--- config.mk ---
export PLATFORM = sky130hd
export DESIGN_NAME = fetch_unit
export DESIGN_NICKNAME = d
export VERILOG_FILES = /design/src/rtl/risc_pkg.sv /design/src/rtl/fetch_fifo.sv /design/src/rtl/fetch_unit.sv
export SDC_FILE = /design/constraint.sdc
export NUM_CORES = 1
export LEC_CHECK = 0
export ABC_CLOCK_PERIOD_IN_PS = 8700
export BUFFER_PORTS_ARGS = -buffer_cell sky130_fd_sc_hd__buf_4
export CORE_ASPECT_RATIO = 0.8
export CORE_MARGIN = 2
export CORE_UTILIZATION = 59
export CTS_CLUSTER_DIAMETER = 30
export DETAILED_ROUTE_END_ITERATION = 12
export PLACE_DENSITY = 0.84
export SLEW_MARGIN = 10
export SYNTH_ARGS = -nofsm -noshare
export SYNTH_HDL_FRONTEND = slang
export SYNTH_SLANG_ARGS = --single-unit
--- constraint.sdc ---
create_clock -name clk -period 8.7 [get_ports clk]
set_input_delay 0.87 -clock clk [delete_from_list [all_inputs] [get_ports clk]]
set_output_delay 0.87 -clock clk [all_outputs]
set_load 0.02 [all_outputs]
--- src/rtl/risc_pkg.sv ---
// rtl/risc_pkg.sv - shared widths, opcodes and field helpers for the SoC_risc core
package risc_pkg;

    localparam int AW_DEFAULT = 5;
    localparam int DW_DEFAULT = 8;
    localparam int OPC_W      = 3;

    typedef enum logic [OPC_W-1:0] {
        OP_HLT = 3'b000,
        OP_SKZ = 3'b001,
        OP_ADD = 3'b010,
        OP_AND = 3'b011,
        OP_XOR = 3'b100,
        OP_LDA = 3'b101,
        OP_STO = 3'b110,
        OP_JMP = 3'b111
    } opcode_e;

    typedef enum logic {
        ST_RUN  = 1'b0,
        ST_HALT = 1'b1
    } fetch_state_e;

    // Opcode lives in the top three bits of an instruction word.
    function automatic logic [OPC_W-1:0] opcode_of(input logic [DW_DEFAULT-1:0] word);
        return word[DW_DEFAULT-1 -: OPC_W];
    endfunction

    // Operand is everything below the opcode (an address for LDA/STO/JMP).
    function automatic logic [DW_DEFAULT-OPC_W-1:0] operand_of(input logic [DW_DEFAULT-1:0] word);
        return word[DW_DEFAULT-OPC_W-1:0];
    endfunction

endpackage

--- src/rtl/fetch_fifo.sv ---
// rtl/fetch_fifo.sv - small synchronous FIFO with flush and register-held head
module fetch_fifo #(
    parameter int WIDTH = 13,
    parameter int DEPTH = 2,
    localparam int PW   = $clog2(DEPTH),
    localparam int CW   = $clog2(DEPTH + 1)
) (
    input  logic             clk,
    input  logic             rst_n,
    input  logic             flush_i,
    input  logic             push_i,
    input  logic [WIDTH-1:0] push_data_i,
    input  logic             pop_i,
    output logic [WIDTH-1:0] head_o,
    output logic [CW-1:0]    count_o
);

    logic [WIDTH-1:0] mem_q [DEPTH];
    logic [PW-1:0]    rd_ptr_q;
    logic [PW-1:0]    wr_ptr_q;
    logic [CW-1:0]    count_q;

    // Storage, pointers and occupancy; flush only rewinds pointers, stale data is masked by count.
    always_ff @(posedge clk or negedge rst_n) begin
        if (!rst_n) begin
            for (int i = 0; i < DEPTH; i++) begin
                mem_q[i] <= '0;
            end
            rd_ptr_q <= '0;
            wr_ptr_q <= '0;
            count_q  <= '0;
        end else if (flush_i) begin
            rd_ptr_q <= '0;
            wr_ptr_q <= '0;
            count_q  <= '0;
        end else begin
            if (push_i) begin
                mem_q[wr_ptr_q] <= push_data_i;
                wr_ptr_q        <= wr_ptr_q + PW'(1);
            end
            if (pop_i) begin
                rd_ptr_q <= rd_ptr_q + PW'(1);
            end
            count_q <= count_q + CW'(push_i) - CW'(pop_i);
        end
    end

    assign head_o  = mem_q[rd_ptr_q];
    assign count_o = count_q;

endmodule

--- src/rtl/fetch_unit.sv ---
// rtl/fetch_unit.sv - instruction fetch front end: PC, ROM latency tracking, halt and redirect
module fetch_unit
    import risc_pkg::*;
#(
    parameter int AW    = AW_DEFAULT,
    parameter int DW    = DW_DEFAULT,
    parameter int DEPTH = 2
) (
    input  logic          clk,
    input  logic          reset,
    output logic [AW-1:0] MEM_ADDR,
    input  logic [DW-1:0] MEM_DOUT,
    output logic          inst_valid,
    input  logic          inst_ready,
    output logic [DW-1:0] inst,
    output logic [AW-1:0] inst_pc,
    input  logic          redirect,
    input  logic [AW-1:0] redirect_addr,
    input  logic          resume,
    output logic          halted
);

    localparam int CW = $clog2(DEPTH + 1);

    logic [AW-1:0]    pc_q;
    logic [AW-1:0]    inflight_addr_q;
    logic             inflight_q;
    fetch_state_e     state_q;

    logic [CW-1:0]    count;
    logic [DW+AW-1:0] head;
    logic             pop;
    logic             push;
    logic             halt_capture;
    logic             issue;
    logic [CW:0]      occupancy;

    // A read is only issued if its word is guaranteed a FIFO slot when it returns.
    assign pop          = inst_valid && inst_ready;
    assign push         = inflight_q && !redirect;
    assign halt_capture = push && (MEM_DOUT[DW-1 -: OPC_W] == OP_HLT);
    assign occupancy    = {1'b0, count} + (CW+1)'(inflight_q) - (CW+1)'(pop);
    assign issue        = (state_q == ST_RUN) && !halt_capture && !redirect
                          && (occupancy < (CW+1)'(DEPTH));

    // PC, in-flight read tracking and run/halt state; redirect overrides everything.
    always_ff @(posedge clk or negedge reset) begin
        if (!reset) begin
            pc_q            <= '0;
            inflight_q      <= 1'b0;
            inflight_addr_q <= '0;
            state_q         <= ST_RUN;
        end else if (redirect) begin
            pc_q       <= redirect_addr;
            inflight_q <= 1'b0;
            state_q    <= ST_RUN;
        end else begin
            inflight_q <= issue;
            if (issue) begin
                inflight_addr_q <= pc_q;
                pc_q            <= pc_q + AW'(1);
            end
            if (halt_capture) begin
                state_q <= ST_HALT;
                pc_q    <= inflight_addr_q + AW'(1);
            end else if (state_q == ST_HALT && resume) begin
                state_q <= ST_RUN;
            end
        end
    end

    fetch_fifo #(
        .WIDTH(DW + AW),
        .DEPTH(DEPTH)
    ) u_fifo (
        .clk        (clk),
        .rst_n      (reset),
        .flush_i    (redirect),
        .push_i     (push),
        .push_data_i({MEM_DOUT, inflight_addr_q}),
        .pop_i      (pop),
        .head_o     (head),
        .count_o    (count)
    );

    assign MEM_ADDR   = pc_q;
    assign inst_valid = (count != '0);
    assign inst       = head[DW+AW-1:AW];
    assign inst_pc    = head[AW-1:0];
    assign halted     = (state_q == ST_HALT);

endmodule

-- Word-level counts from Yosys, hierarchy flattened
Index checks and enable logic that the tools add are counted.
- register bits after elaboration: 42
- input bits: 18
- word-level logic and storage cells: 61
- $add $sub $neg: 8
- order comparisons: 4
- multiplexer cells: 18
- bitwise gates (word level): 4
- reduce and logical (&&, ||, !) cells: 18
- operators with widths (operator ; number):
    two-way mux 13 bit ; 4
    bitwise mux 26 bit ; 1
    two-way mux 5 bit ; 3
    demux 13 bit (select 1 bit) ; 1
    adder 5 x 1 -> 5 bit (second input constant) ; 2
    logical AND 1 bit ; 8
    two-way mux 1 bit ; 8
    nonzero test 2 bit ; 3
    nonzero test 3 bit ; 2
    >= comparator 2 bit (second input constant) ; 2
    inverter 1 -> 2 bit ; 2
    AND reduction 2 bit ; 2
    adder 2 x 1 -> 3 bit ; 1
    logical NOT 3 bit ; 1
    < comparator 3 x 2 -> 1 bit (second input constant) ; 1
    subtractor 3 x 1 -> 3 bit ; 1
    adder 1 bit (second input constant) ; 2
    adder 2 x 1 -> 2 bit ; 1
    logical NOT 1 bit ; 2
    < comparator 2 x 1 -> 1 bit (second input constant) ; 1
    two-way mux 2 bit ; 1
    inverter 1 bit ; 2
    subtractor 2 x 1 -> 2 bit ; 1

-- Depth between registers and ports, before layout
Gate-level depths: netlist of run 1.
- word-level depth: 10
- mapped depth: 11
- depth with buffers taken out: 10

-- By module
A second synthesis of run 1 with hierarchy kept.
- cells, all modules: 155
- area, all modules: 2097.0 µm²
- modules (own cells, without submodules) (module ; times used ; cells each ; area an instance (µm²) ; sequential area each (µm²)):
    fetch_fifo ; 1 ; 85 ; 1346.3 ; 750.7
    fetch_unit ; 1 ; 70 ; 750.7 ; 300.3

-- Worst setup path before layout of run 1
OpenSTA, ideal clock, no wires.
- kind: input port to flip-flop
- start: in inst_ready
- end: reg inflight_addr_q[0]
- arrival: 3.047 ns
- path slack: 5.529 ns
- cell stages on the path: 10
- cells stage by stage: and2_1 > ha_1 > inv_1 > nand2_1 > fa_1 > xor2_1 > or3b_1 > clkbuf_2 > nor3b_4 > mux2_2
- longest elaborated chain between the ends: 5
- ends and longest elaborated chain (item ; line ; text):
    start, declared ; fetch_unit.sv:14 ; input logic inst_ready,
    logical AND 1 bit ; fetch_unit.sv:39 ; assign pop = inst_valid && inst_ready;
    subtractor 3 x 1 -> 3 bit ; fetch_unit.sv:42 ; assign occupancy = {1'b0, count} + (CW+1)'(inflight_q) - (CW+1)'(pop);
    < comparator 3 x 2 -> 1 bit ; fetch_unit.sv:44 ; && (occupancy < (CW+1)'(DEPTH));
    logical AND 1 bit ; fetch_unit.sv:44 ;
    AND reduction 2 bit (no line) ; - ;
    end signal, assigned ; fetch_unit.sv:60 ; inflight_addr_q <= pc_q;
    end, declared ; fetch_unit.sv:26 ; logic [AW-1:0] inflight_addr_q;
Every way passes these cells.
A chain may end at the register's enable or synchronous reset.

-- Final worst setup path of run 1
- start: reg u_fifo.count_q[1] (netlist: u_fifo.count_o[1])
- end: reg inflight_addr_q[4]
- longest elaborated chain between the ends: 6
- elaborated cells between the ends (all ways): 7
- ends and longest elaborated chain (item ; line ; text):
    start, declared ; fetch_fifo.sv:21 ; logic [CW-1:0] count_q;
    start signal, assigned ; fetch_fifo.sv:44 ; count_q <= count_q + CW'(push_i) - CW'(pop_i);
    branches (longest 2 deep; another with adder 2 x 1 -> 3 bit) ; - ;
    subtractor 3 x 1 -> 3 bit * ; fetch_unit.sv:42 ;
    < comparator 3 x 2 -> 1 bit * ; fetch_unit.sv:44 ;
    logical AND 1 bit * ; fetch_unit.sv:44 ;
    AND reduction 2 bit (no line) * ; - ;
Mark *: on every way between the ends.

==> flow_summary.toml, run 1 <==
[outcome]
outcome = "complete, no violations"

[die]
die_area_mm2 = 0.00397
floorplan.core_area_mm2 = 0.00338
horiz_die_dim_um = 69.9
dieHeight_um = 56.7
rows = 19
io_pins = 38
initial_core_util_pct = 60.8

[critical_path]
critPathArrivalTime_ps = 3380
slowest_delay_ps = 480
worst-path-buf-inv = 1
crit_chain = "or2_2, and2_1, ha_1, inv_1, nand2_1, fa_1, xor2_1, or3b_1, nor3b_4, mux2_2"
crit_family = "simple AND/OR/NAND/NOR gates"
worstPathRequired_ps = 8880
timing.critical_path.from = "u_fifo.count_o[1]$_DFF_PN0_"
critical_path.endpoint_type = "flip-flop"
r2r_start = "u_fifo.count_o[1]$_DFF_PN0_"
peak_fanout_along_the_critical_path = 6
setup.worst_path.start_class = "flip-flop"
path_class = "flip-flop to flip-flop"
worst_path_max_delay_cell = "sky130_fd_sc_hd__or3b_1"

[route]
routed_wl_um = 4020
drt-vias-per-instance = 5.71
dr.first_iter.drc_count = 58
antenna_violating_nets_post_route = 0
routed-via-count = 1359
routed_met1_length_um = 1770
met3_length_um = 159
drt_first_pass_iters = 5
dr.max_layer_used = "met4"
met2_wirelength_um = 2040
wire_per_inst_um = 16.9
route.detailed.drc = 0

[clock_tree]
numCtsBuffers = 5
tritoncts = "built"
clock-sinks = 42
insertion_delay_ps = 300
cts.htree.levels = 2
hold_buffers = 0
root_buffer = "sky130_fd_sc_hd__clkbuf_8"
clk_pin_slew_worst_paths_ps = 70
ctsResizeCount = 0
clock_tree_buf_depth = 2
cts_post_setup_buffers_inserted = 0

[grt]
grt_remaining_overflow = 0
grt_antenna_before_repair = 0
vias_in_the_first_global_route = 1411
grt_util_all_layers_pct = 22.5
grt_first_pass_wirelength_um = 6840
grt_max_degree = 43

[synth]
asyncSetResetFlopFracSynth_pct = 100
total_of_flip_flops_plus_latches_after_synthesis = 42
yosys_warning_count = 0
yosysSeqAreaShare_pct = 51.2
netlist_area_mm2 = 0.00205
synthesis.instances = 158
synth_nets = 181
post-synth-top-area-fraction_pct = 51.2
ys_dominant_reg_cell = "sky130_fd_sc_hd__dfrtp_1"
average_cell_area_after_synthesis_um2 = 13.0
synth-edff-count = 0
synth_cell_type_count = 36
synth_largest_area_cell = "sky130_fd_sc_hd__dfrtp_1"
netlist_top_cells_area = "sky130_fd_sc_hd__dfrtp_1 (51%), sky130_fd_sc_hd__mux2_2 (25%), sky130_fd_sc_hd__xnor2_1 (3.0%)"

[hold_path]
min_from = "u_fifo.mem_q[5]$_DFFE_PN0P_"
class_of_the_tightest_hold_or_removal_check = "flip-flop to flip-flop"

[final_layout]
num_antenna_cells = 0
nNetsFinal = 218
synthToLayoutAreaGrowth_pct = 19.9
final_common_cell = "sky130_fd_sc_hd__mux2_2"
final_cell_mix = "sky130_fd_sc_hd__mux2_2 (46), sky130_fd_sc_hd__dfrtp_1 (42), sky130_fd_sc_hd__buf_4 (37)"
filler_cell_count = 246
drive_gt1_share_pct = 47.4

[sta]
maxClockFrequency_mhz = 312
finalCritPeriodShare_pct = 36.8
relSlewSlack_pct = 18.1
number_of_failing_setup_endpoints_in_the_final_timing_report = 0
hold_slack_ps = 506
final_period_minus_worst_setup_slack_ps = 3200
report.final.slew_viol_count = 0
setup_ws_ps = 5500
final.setup_skew_ps = 8.83
fin_setup_tns_ps = 0
timing_hold_violations_final = 0
worstMarginPinSlew_ps = 1230
rsz0062_at_grt = "false"

[placed_design]
place_hpwl_um = 2770
routabilityCongestion = 0.786
port_buffers = 37
pre_cts_slack_ps = 5300

[power]
leakagePower_nw = 1.12
powerDensity_mw_per_mm2 = 387
ir_worst_vdd_mv = 0.216

[flow_run]
maxCapViolations = 0
-- per-layer routing --
layer / up-vias / global-route usage, %
li1: 634 / -
met1: 690 / 29.8
met2: 28 / 36.5
met3: 7 / 5.75
met4: 0 / 7.42
met5: - / 0
-- through the flow --
step	utilization [%]	cell area, um2	power [mW]	std cells
after floorplan	-	2050	0.654	158
after global placement	69.6	2350	0.778	230
after detailed placement	69.6	2350	0.802	230
after CTS	72.9	2460	0.957	238
after global routing	72.9	2460	1.01	238
final	72.9	2460	0.951	238
-- area by class of cell --
class	count	area (um2)	share of cell area, %
clock buffer	6	72.6	2.95
inverter	5	18.8	0.763
multi-input combinational	104	950	38.6
clock inverter	2	37.5	1.53
timing repair buffer	37	278	11.3
sequential	42	1050	42.7
tap	42	52.6	2.14
-- state kept, by name, indices dropped and copies added (netlist names) --
signal,flops
u_fifo.wr_ptr_q,1
inflight_q,1
u_fifo.count_o,2
inflight_addr_q,5
MEM_ADDR,5
halted,1
u_fifo.rd_ptr_q,1
u_fifo.mem_q,26
-- path summary, 6_finish.rpt --
| kind | end | cells after the start | slack (ps) |
|---|---|---|---|
| worst max-delay path | inflight_addr_q[4]$_DFFE_PN0P_ | 10 | 5500 |
| worst min-delay path | u_fifo.mem_q[5]$_DFFE_PN0P_ | 1 | 510 |
| worst max register to register | inflight_addr_q[4]$_DFFE_PN0P_ | 10 | 5500 |
| worst min register to register | u_fifo.mem_q[5]$_DFFE_PN0P_ | 1 | 510 |
| max in group asynchronous | u_fifo.mem_q[7]$_DFFE_PN0P_ | 1 | 7780 |
| min in group asynchronous | u_fifo.mem_q[13]$_DFFE_PN0P_ | 1 | 540 |
-- cells by family after synthesis --
logic type	Yosys count	synth area share [%]
flops	42	51.2
mux	48	26.2
compound gates	13	4.45
simple gates	30	8.78
buf+inv	12	2.50
fa+ha+maj	5	3.41
xor+xnor	8	3.41
-- report_power, final --
| part | internal, mW | switching, mW |
|---|---|---|
| registers | 0.285 | 0.0807 |
| logic | 0.237 | 0.196 |
| clock network | 0.0856 | 0.0669 |
-- cells in the mapped netlist, types with 2 or more instances --
library cell and number:
sky130_fd_sc_hd__a21oi_1 2, sky130_fd_sc_hd__buf_2 4, sky130_fd_sc_hd__dfrtp_1 42, sky130_fd_sc_hd__ha_1 4, sky130_fd_sc_hd__inv_1 5, sky130_fd_sc_hd__mux2_2 46, sky130_fd_sc_hd__mux2i_1 2, sky130_fd_sc_hd__nand2_1 6
sky130_fd_sc_hd__nand3_1 6, sky130_fd_sc_hd__nor2_1 3, sky130_fd_sc_hd__nor2b_1 3, sky130_fd_sc_hd__nor3b_1 4, sky130_fd_sc_hd__o21ai_0 2, sky130_fd_sc_hd__xnor2_1 7
Power figures use the tool's default switching activity.
==> inputs of run 2 (changes only) <==
--- a/config.mk
+++ b/config.mk
@@ -5,14 +5,14 @@
 export SDC_FILE = /design/constraint.sdc
 export NUM_CORES = 1
 export LEC_CHECK = 0
-export ABC_CLOCK_PERIOD_IN_PS = 8700
+export ABC_CLOCK_PERIOD_IN_PS = 3300
 export BUFFER_PORTS_ARGS = -buffer_cell sky130_fd_sc_hd__buf_4
 export CORE_ASPECT_RATIO = 0.8
 export CORE_MARGIN = 2
-export CORE_UTILIZATION = 59
+export CORE_UTILIZATION = 55
 export CTS_CLUSTER_DIAMETER = 30
 export DETAILED_ROUTE_END_ITERATION = 12
-export PLACE_DENSITY = 0.84
+export PLACE_DENSITY = 0.79
 export SLEW_MARGIN = 10
 export SYNTH_ARGS = -nofsm -noshare
 export SYNTH_HDL_FRONTEND = slang
==> constraint.sdc (replaced) <==
create_clock -name clk -period 3.3 [get_ports clk]
set_input_delay 0.33 -clock clk [delete_from_list [all_inputs] [get_ports clk]]
set_output_delay 0.33 -clock clk [all_outputs]
set_load 0.02 [all_outputs]
==> run 2 against run 1 <==
Against the previous run:
- first-iteration DRC count up 52%
- combinational power rose to 2.7 times the previous value
- worst setup slack worse by 5300 ps
- sequential cell count unchanged
- highest routed layer unchanged
- power rose to 2.6 times the previous value
- routed wire length down 4.2%
==> flow_summary.toml, run 2 (synthesis gave the netlist of run 1 again) <==
[critical_path]
critical_path.endpoint_type = "flip-flop"
path_class = "flip-flop to flip-flop"
reg2reg_depth = 10
critPathArrivalTime_ps = 3320
crit_family = "simple AND/OR/NAND/NOR gates"
setup.worst_path.start_class = "flip-flop"
r2r_setup_slack_ps = 150
worst_path_max_delay_cell = "sky130_fd_sc_hd__dfrtp_1"
worstSetupPathDepth = 10
worst-path-buf-inv = 1
slowest_delay_ps = 440
peak_fanout_along_the_critical_path = 6
crit_chain = "or2_2, and2_1, ha_1, inv_1, nand2_1, fa_1, xor2_1, or3b_4, nor3b_4, mux2_2"
worstPathRequired_ps = 3470

[route]
wire_per_inst_um = 16.0
route.detailed.drc = 0
routed_wl_um = 3850
routed-via-count = 1351
drt_first_pass_iters = 4
drt-vias-per-instance = 5.61
antenna_violating_nets_post_route = 0
dr.first_iter.drc_count = 88

[die]
io_pins = 38
dieHeight_um = 58.6
initial_core_util_pct = 58.7
horiz_die_dim_um = 72.3
rows = 19
floorplan.core_area_mm2 = 0.00349
die_area_mm2 = 0.00424

[clock_tree]
tritoncts = "built"
clock-sinks = 42
clock_tree_buf_depth = 2
root_buffer = "sky130_fd_sc_hd__clkbuf_8"
clk_pin_slew_worst_paths_ps = 90
cts.htree.levels = 2
numCtsBuffers = 5
insertion_delay_ps = 290

[placed_design]
place_hpwl_um = 2760
routabilityCongestion = 0.776
port_buffers = 37

[final_layout]
drive_gt1_share_pct = 49.2
synthToLayoutAreaGrowth_pct = 21.0
filler_cell_count = 250
top_register = "u_fifo.mem_q"
nNetsFinal = 221
num_antenna_cells = 0
final_cell_mix = "sky130_fd_sc_hd__mux2_2 (46), sky130_fd_sc_hd__dfrtp_1 (42), sky130_fd_sc_hd__buf_4 (40)"
utilization_pct = 71.1
flip_flop_count_of_the_largest_register_after_layout = 26
final_common_cell = "sky130_fd_sc_hd__mux2_2"

[sta]
finalCritPeriodShare_pct = 95.5
maxClockFrequency_mhz = 317
report.final.slew_viol_count = 0
timing_hold_violations_final = 0
final_period_minus_worst_setup_slack_ps = 3150
relSlewSlack_pct = 59.5
fin_setup_tns_ps = 0
number_of_failing_setup_endpoints_in_the_final_timing_report = 0
final.setup_skew_ps = 10.4
rsz0062_at_grt = "false"
worstMarginPinSlew_ps = 607

[grt]
grt_remaining_overflow = 0
vias_in_the_first_global_route = 1399
grt_max_degree = 43
grt_antenna_before_repair = 0
grt_util_all_layers_pct = 20.0
grt_first_pass_wirelength_um = 6500

[power]
powerDensity_mw_per_mm2 = 1010
comb_power_share_pct = 46.3
power.share.switching_pct = 35.3
ir_worst_vdd_mv = 0.599
clock_power_share_pct = 15.7
seq_power_share_pct = 38.0
switching_power_uw = 885
intPower_mw = 1.62
leakagePower_nw = 1.14

[outcome]
outcome = "complete, no violations"

[hold_path]
class_of_the_tightest_hold_or_removal_check = "input port to asynchronous set/reset pin"

[flow_run]
maxCapViolations = 0
==> run 2: path summary, 6_finish.rpt <==
check                                                 start                             end
min in group clk                                     resume              halted$_DFFE_PN0P_
worst min register to register  u_fifo.mem_q[5]$_DFFE_PN0P_     u_fifo.mem_q[5]$_DFFE_PN0P_
worst max-delay path            u_fifo.count_o[1]$_DFF_PN0_  inflight_addr_q[1]$_DFFE_PN0P_
max in group asynchronous                             reset     u_fifo.mem_q[2]$_DFFE_PN0P_
worst min-delay path                                  reset         MEM_ADDR[2]$_DFFE_PN0P_
worst max register to register  u_fifo.count_o[1]$_DFF_PN0_  inflight_addr_q[1]$_DFFE_PN0P_
==> run 2: repair_timing <==
action	CTS	global route
setup buffers	0	0
setup endpoints to repair	0	5
hold buffers	0	0
gates resized for setup	0	1
==> run 2: final cells by class <==
type                       instances  area [um2]  share of cell area (%)
clock inverter                     3        40.0                    1.61
multi-input combinational        104         952                    38.3
sequential                        42        1050                    42.3
tap                               42        52.6                    2.12
clock buffer                       5        68.8                    2.77
inverter                           5        18.8                   0.756
timing repair buffer              40         300                    12.1
==> run 2: power groups by stage <==
stage	clock network [mW]	registers [mW]	logic (mW)
floorplan	0	0.923	0.801
global placement	0	0.944	1.12
detailed placement	0	0.964	1.15
CTS	0.404	0.954	1.16
global route	0.423	0.989	1.25
finish	0.394	0.951	1.16
==> run 2: routing by layer <==
| metal | vias to the layer above | wire, um | global-route usage (%) |
|---|---|---|---|
| met5 | - | 0 | 0 |
| met4 | 0 | 16 | 4.04 |
| met3 | 2 | 101 | 4.11 |
| met2 | 16 | 1980 | 34.2 |
| met1 | 693 | 1750 | 26.9 |
| li1 | 640 | - | - |
==> run 2: metrics by stage <==
step	instance area, um2	hold slack, ps	instances	total power [mW]	worst slack, ps
6_report	2480	15.2	241	2.51	150
5_1_grt	2480	53.6	241	2.66	20.2
4_1_cts	2480	36.3	241	2.52	76.3
3_5_place_dp	2370	349	233	2.12	79.8
3_3_place_gp	2370	331	233	2.07	197
2_1_floorplan	2050	34.4	158	1.72	189
==> inputs of run 3 (changes only) <==
==> constraint.sdc (replaced) <==
create_clock -name clk -period 3.3 [get_ports clk]
set_input_delay 0.66 -clock clk [delete_from_list [all_inputs] [get_ports clk]]
set_output_delay 0.66 -clock clk [all_outputs]
set_load 0.02 [all_outputs]
==> run 3 against run 2 <==
Against the previous run:
- routed wire length rose by 1.5%
- design area rose by 1.2%
- non-clock buffer count rose by 4
- first-iteration DRC count fell by 9.1%
- clock power barely moved
- worst setup slack got worse by 2.7 ps
- fmax barely moved
- critical path depth did not move
- utilization rose by 0.82 points
- sequential power barely moved
==> flow_summary.toml, run 3 (synthesis gave the netlist of run 1 again) <==
[outcome]
outcome = "complete, no violations"

[critical_path]
setup.worst_path.start_class = "flip-flop"
critPathArrivalTime_ps = 3330
r2r_setup_slack_ps = 150
crit_chain = "or2_2, and2_1, ha_1, inv_1, nand2_1, fa_1, xor2_1, or3b_4, nor3b_4, mux2_2"
worst-path-buf-inv = 1
crit_family = "simple AND/OR/NAND/NOR gates"
path_class = "flip-flop to flip-flop"
worstPathRequired_ps = 3480
critical_path.endpoint_type = "flip-flop"
slowest_delay_ps = 430
worst_path_max_delay_cell = "sky130_fd_sc_hd__or3b_4"
peak_fanout_along_the_critical_path = 6

[clock_tree]
cts.htree.levels = 2
clk_pin_slew_worst_paths_ps = 70
insertion_delay_ps = 290
tritoncts = "built"
clock_tree_buf_depth = 2
clock-sinks = 42
root_buffer = "sky130_fd_sc_hd__clkbuf_8"
hold_buffers = 0
numCtsBuffers = 5

[sta]
timing_hold_violations_final = 0
fin_setup_tns_ps = 0
rsz0062_at_grt = "true"
final.setup_skew_ps = 2.95
worstMarginPinSlew_ps = 627
final_period_minus_worst_setup_slack_ps = 3150
maxClockFrequency_mhz = 317
number_of_failing_setup_endpoints_in_the_final_timing_report = 0
relSlewSlack_pct = 58.2
finalCritPeriodShare_pct = 95.5
hold_slack_ps = 339
report.final.slew_viol_count = 0

[placed_design]
place_hpwl_um = 2870
routabilityCongestion = 0.782
port_buffers = 37
postPlaceCellArea_mm2 = 0.00237

[route]
drt-vias-per-instance = 5.59
route.detailed.drc = 0
routed-via-count = 1370
dr.first_iter.drc_count = 80
antenna_violating_nets_post_route = 0
drt_first_pass_iters = 4
wire_per_inst_um = 15.9
routed_wl_um = 3900

[power]
powerDensity_mw_per_mm2 = 1010
ir_worst_vdd_mv = 0.586
total_power_mw = 2.54
leakagePower_nw = 1.16

[final_layout]
synthToLayoutAreaGrowth_pct = 22.4
drive_gt1_share_pct = 49.8
filler_cell_count = 250
top_register = "u_fifo.mem_q"
final_common_cell = "sky130_fd_sc_hd__mux2_2"
flip_flop_count_of_the_largest_register_after_layout = 26
final_cell_mix = "sky130_fd_sc_hd__mux2_2 (46), sky130_fd_sc_hd__buf_4 (44), sky130_fd_sc_hd__dfrtp_1 (41)"
nNetsFinal = 225
final_design_area_no_fill_mm2 = 0.00251
num_antenna_cells = 0

[grt]
grt_first_pass_wirelength_um = 6620
grt_max_degree = 43
grt_util_all_layers_pct = 21.0
vias_in_the_first_global_route = 1387
grt_antenna_before_repair = 0
grt_remaining_overflow = 0

[die]
die_area_mm2 = 0.00424
io_pins = 38
dieHeight_um = 58.6
rows = 19
floorplan.core_area_mm2 = 0.00349
horiz_die_dim_um = 72.3
initial_core_util_pct = 58.7

[hold_path]
class_of_the_tightest_hold_or_removal_check = "input port to asynchronous set/reset pin"

[flow_run]
maxCapViolations = 0
-- run 3: cell count changes in the layout (fill, tap and decap cells not counted) --
| cell | previous run | this run |
|---|---|---|
| sky130_fd_sc_hd__buf_4 | 40 | 44 |
| sky130_fd_sc_hd__clkbuf_1 | 0 | 2 |
| sky130_fd_sc_hd__clkinv_2 | 2 | 0 |
| sky130_fd_sc_hd__dfrtp_1 | 42 | 41 |
| sky130_fd_sc_hd__dfrtp_2 | 0 | 1 |
-- run 3: timing repair --
| item | 4_1_cts | 5_1_grt |
|---|---|---|
| buffers inserted | 0 | 4 |
| endpoints found under the hold margin | 0 | 0 |
| resized for setup | 0 | 2 |
| endpoints found under the setup margin | 0 | 5 |
-- run 3: final timing paths --
path,end,start,depth (start not counted)
setup / recovery,inflight_addr_q[3]$_DFFE_PN0P_,u_fifo.count_o[1]$_DFF_PN0_,10
setup reg to reg,inflight_addr_q[3]$_DFFE_PN0P_,u_fifo.count_o[1]$_DFF_PN0_,10
max in group asynchronous,u_fifo.count_o[1]$_DFF_PN0_,reset,1
hold reg to reg,u_fifo.mem_q[5]$_DFFE_PN0P_,u_fifo.mem_q[5]$_DFFE_PN0P_,1
hold / removal,MEM_ADDR[0]$_DFFE_PN0P_,reset,1
min in group clk,u_fifo.mem_q[5]$_DFFE_PN0P_,u_fifo.mem_q[5]$_DFFE_PN0P_,1
-- run 3: layer usage --
layer | global-route usage, % | vias up | share of wire (%)
met5 | 0 | - | 0
met4 | 8.09 | 0 | 1.2
met3 | 4.11 | 5 | 2.7
met2 | 34.6 | 20 | 51
met1 | 27.9 | 695 | 46
li1 | - | 650 | -
-- run 3: worst reg2reg max path: cells and delay by family, from the launching register on --
family	cells	cell delay [ps]
adders and majority gates	2	660
and+or+nand+nor	5	1330
buffers and inverters	1	80
DFF	1	420
xor gates and xnor gates	1	170
muxes	1	380
-- run 3: area by class of cell --
| type | instances | area [um2] | share of cell area (%) |
|---|---|---|---|
| clock buffer | 7 | 76.3 | 3.04 |
| timing repair buffer | 44 | 330 | 13.1 |
| clock inverter | 1 | 30.0 | 1.20 |
| tap | 42 | 52.6 | 2.09 |
| inverter | 5 | 18.8 | 0.747 |
| sequential | 42 | 1050 | 41.9 |
| multi-input combinational | 104 | 952 | 37.9 |
-- run 3: per-stage QoR --
stage          utilization [%]  std cells  worst slack, ps
2_1_floorplan                -        158              189
3_3_place_gp              67.9        233              162
3_5_place_dp              67.9        233             21.5
4_1_cts                   70.9        241             22.0
5_1_grt                   71.9        245            -20.9
6_report                  71.9        245              147
-- run 3: where the power goes --
part           leakage (nW)  internal, mW  switching (mW)
combinational         0.592         0.670           0.524
clock                0.0524         0.226           0.165
sequential            0.513         0.753           0.200
total                  1.16          1.65           0.888
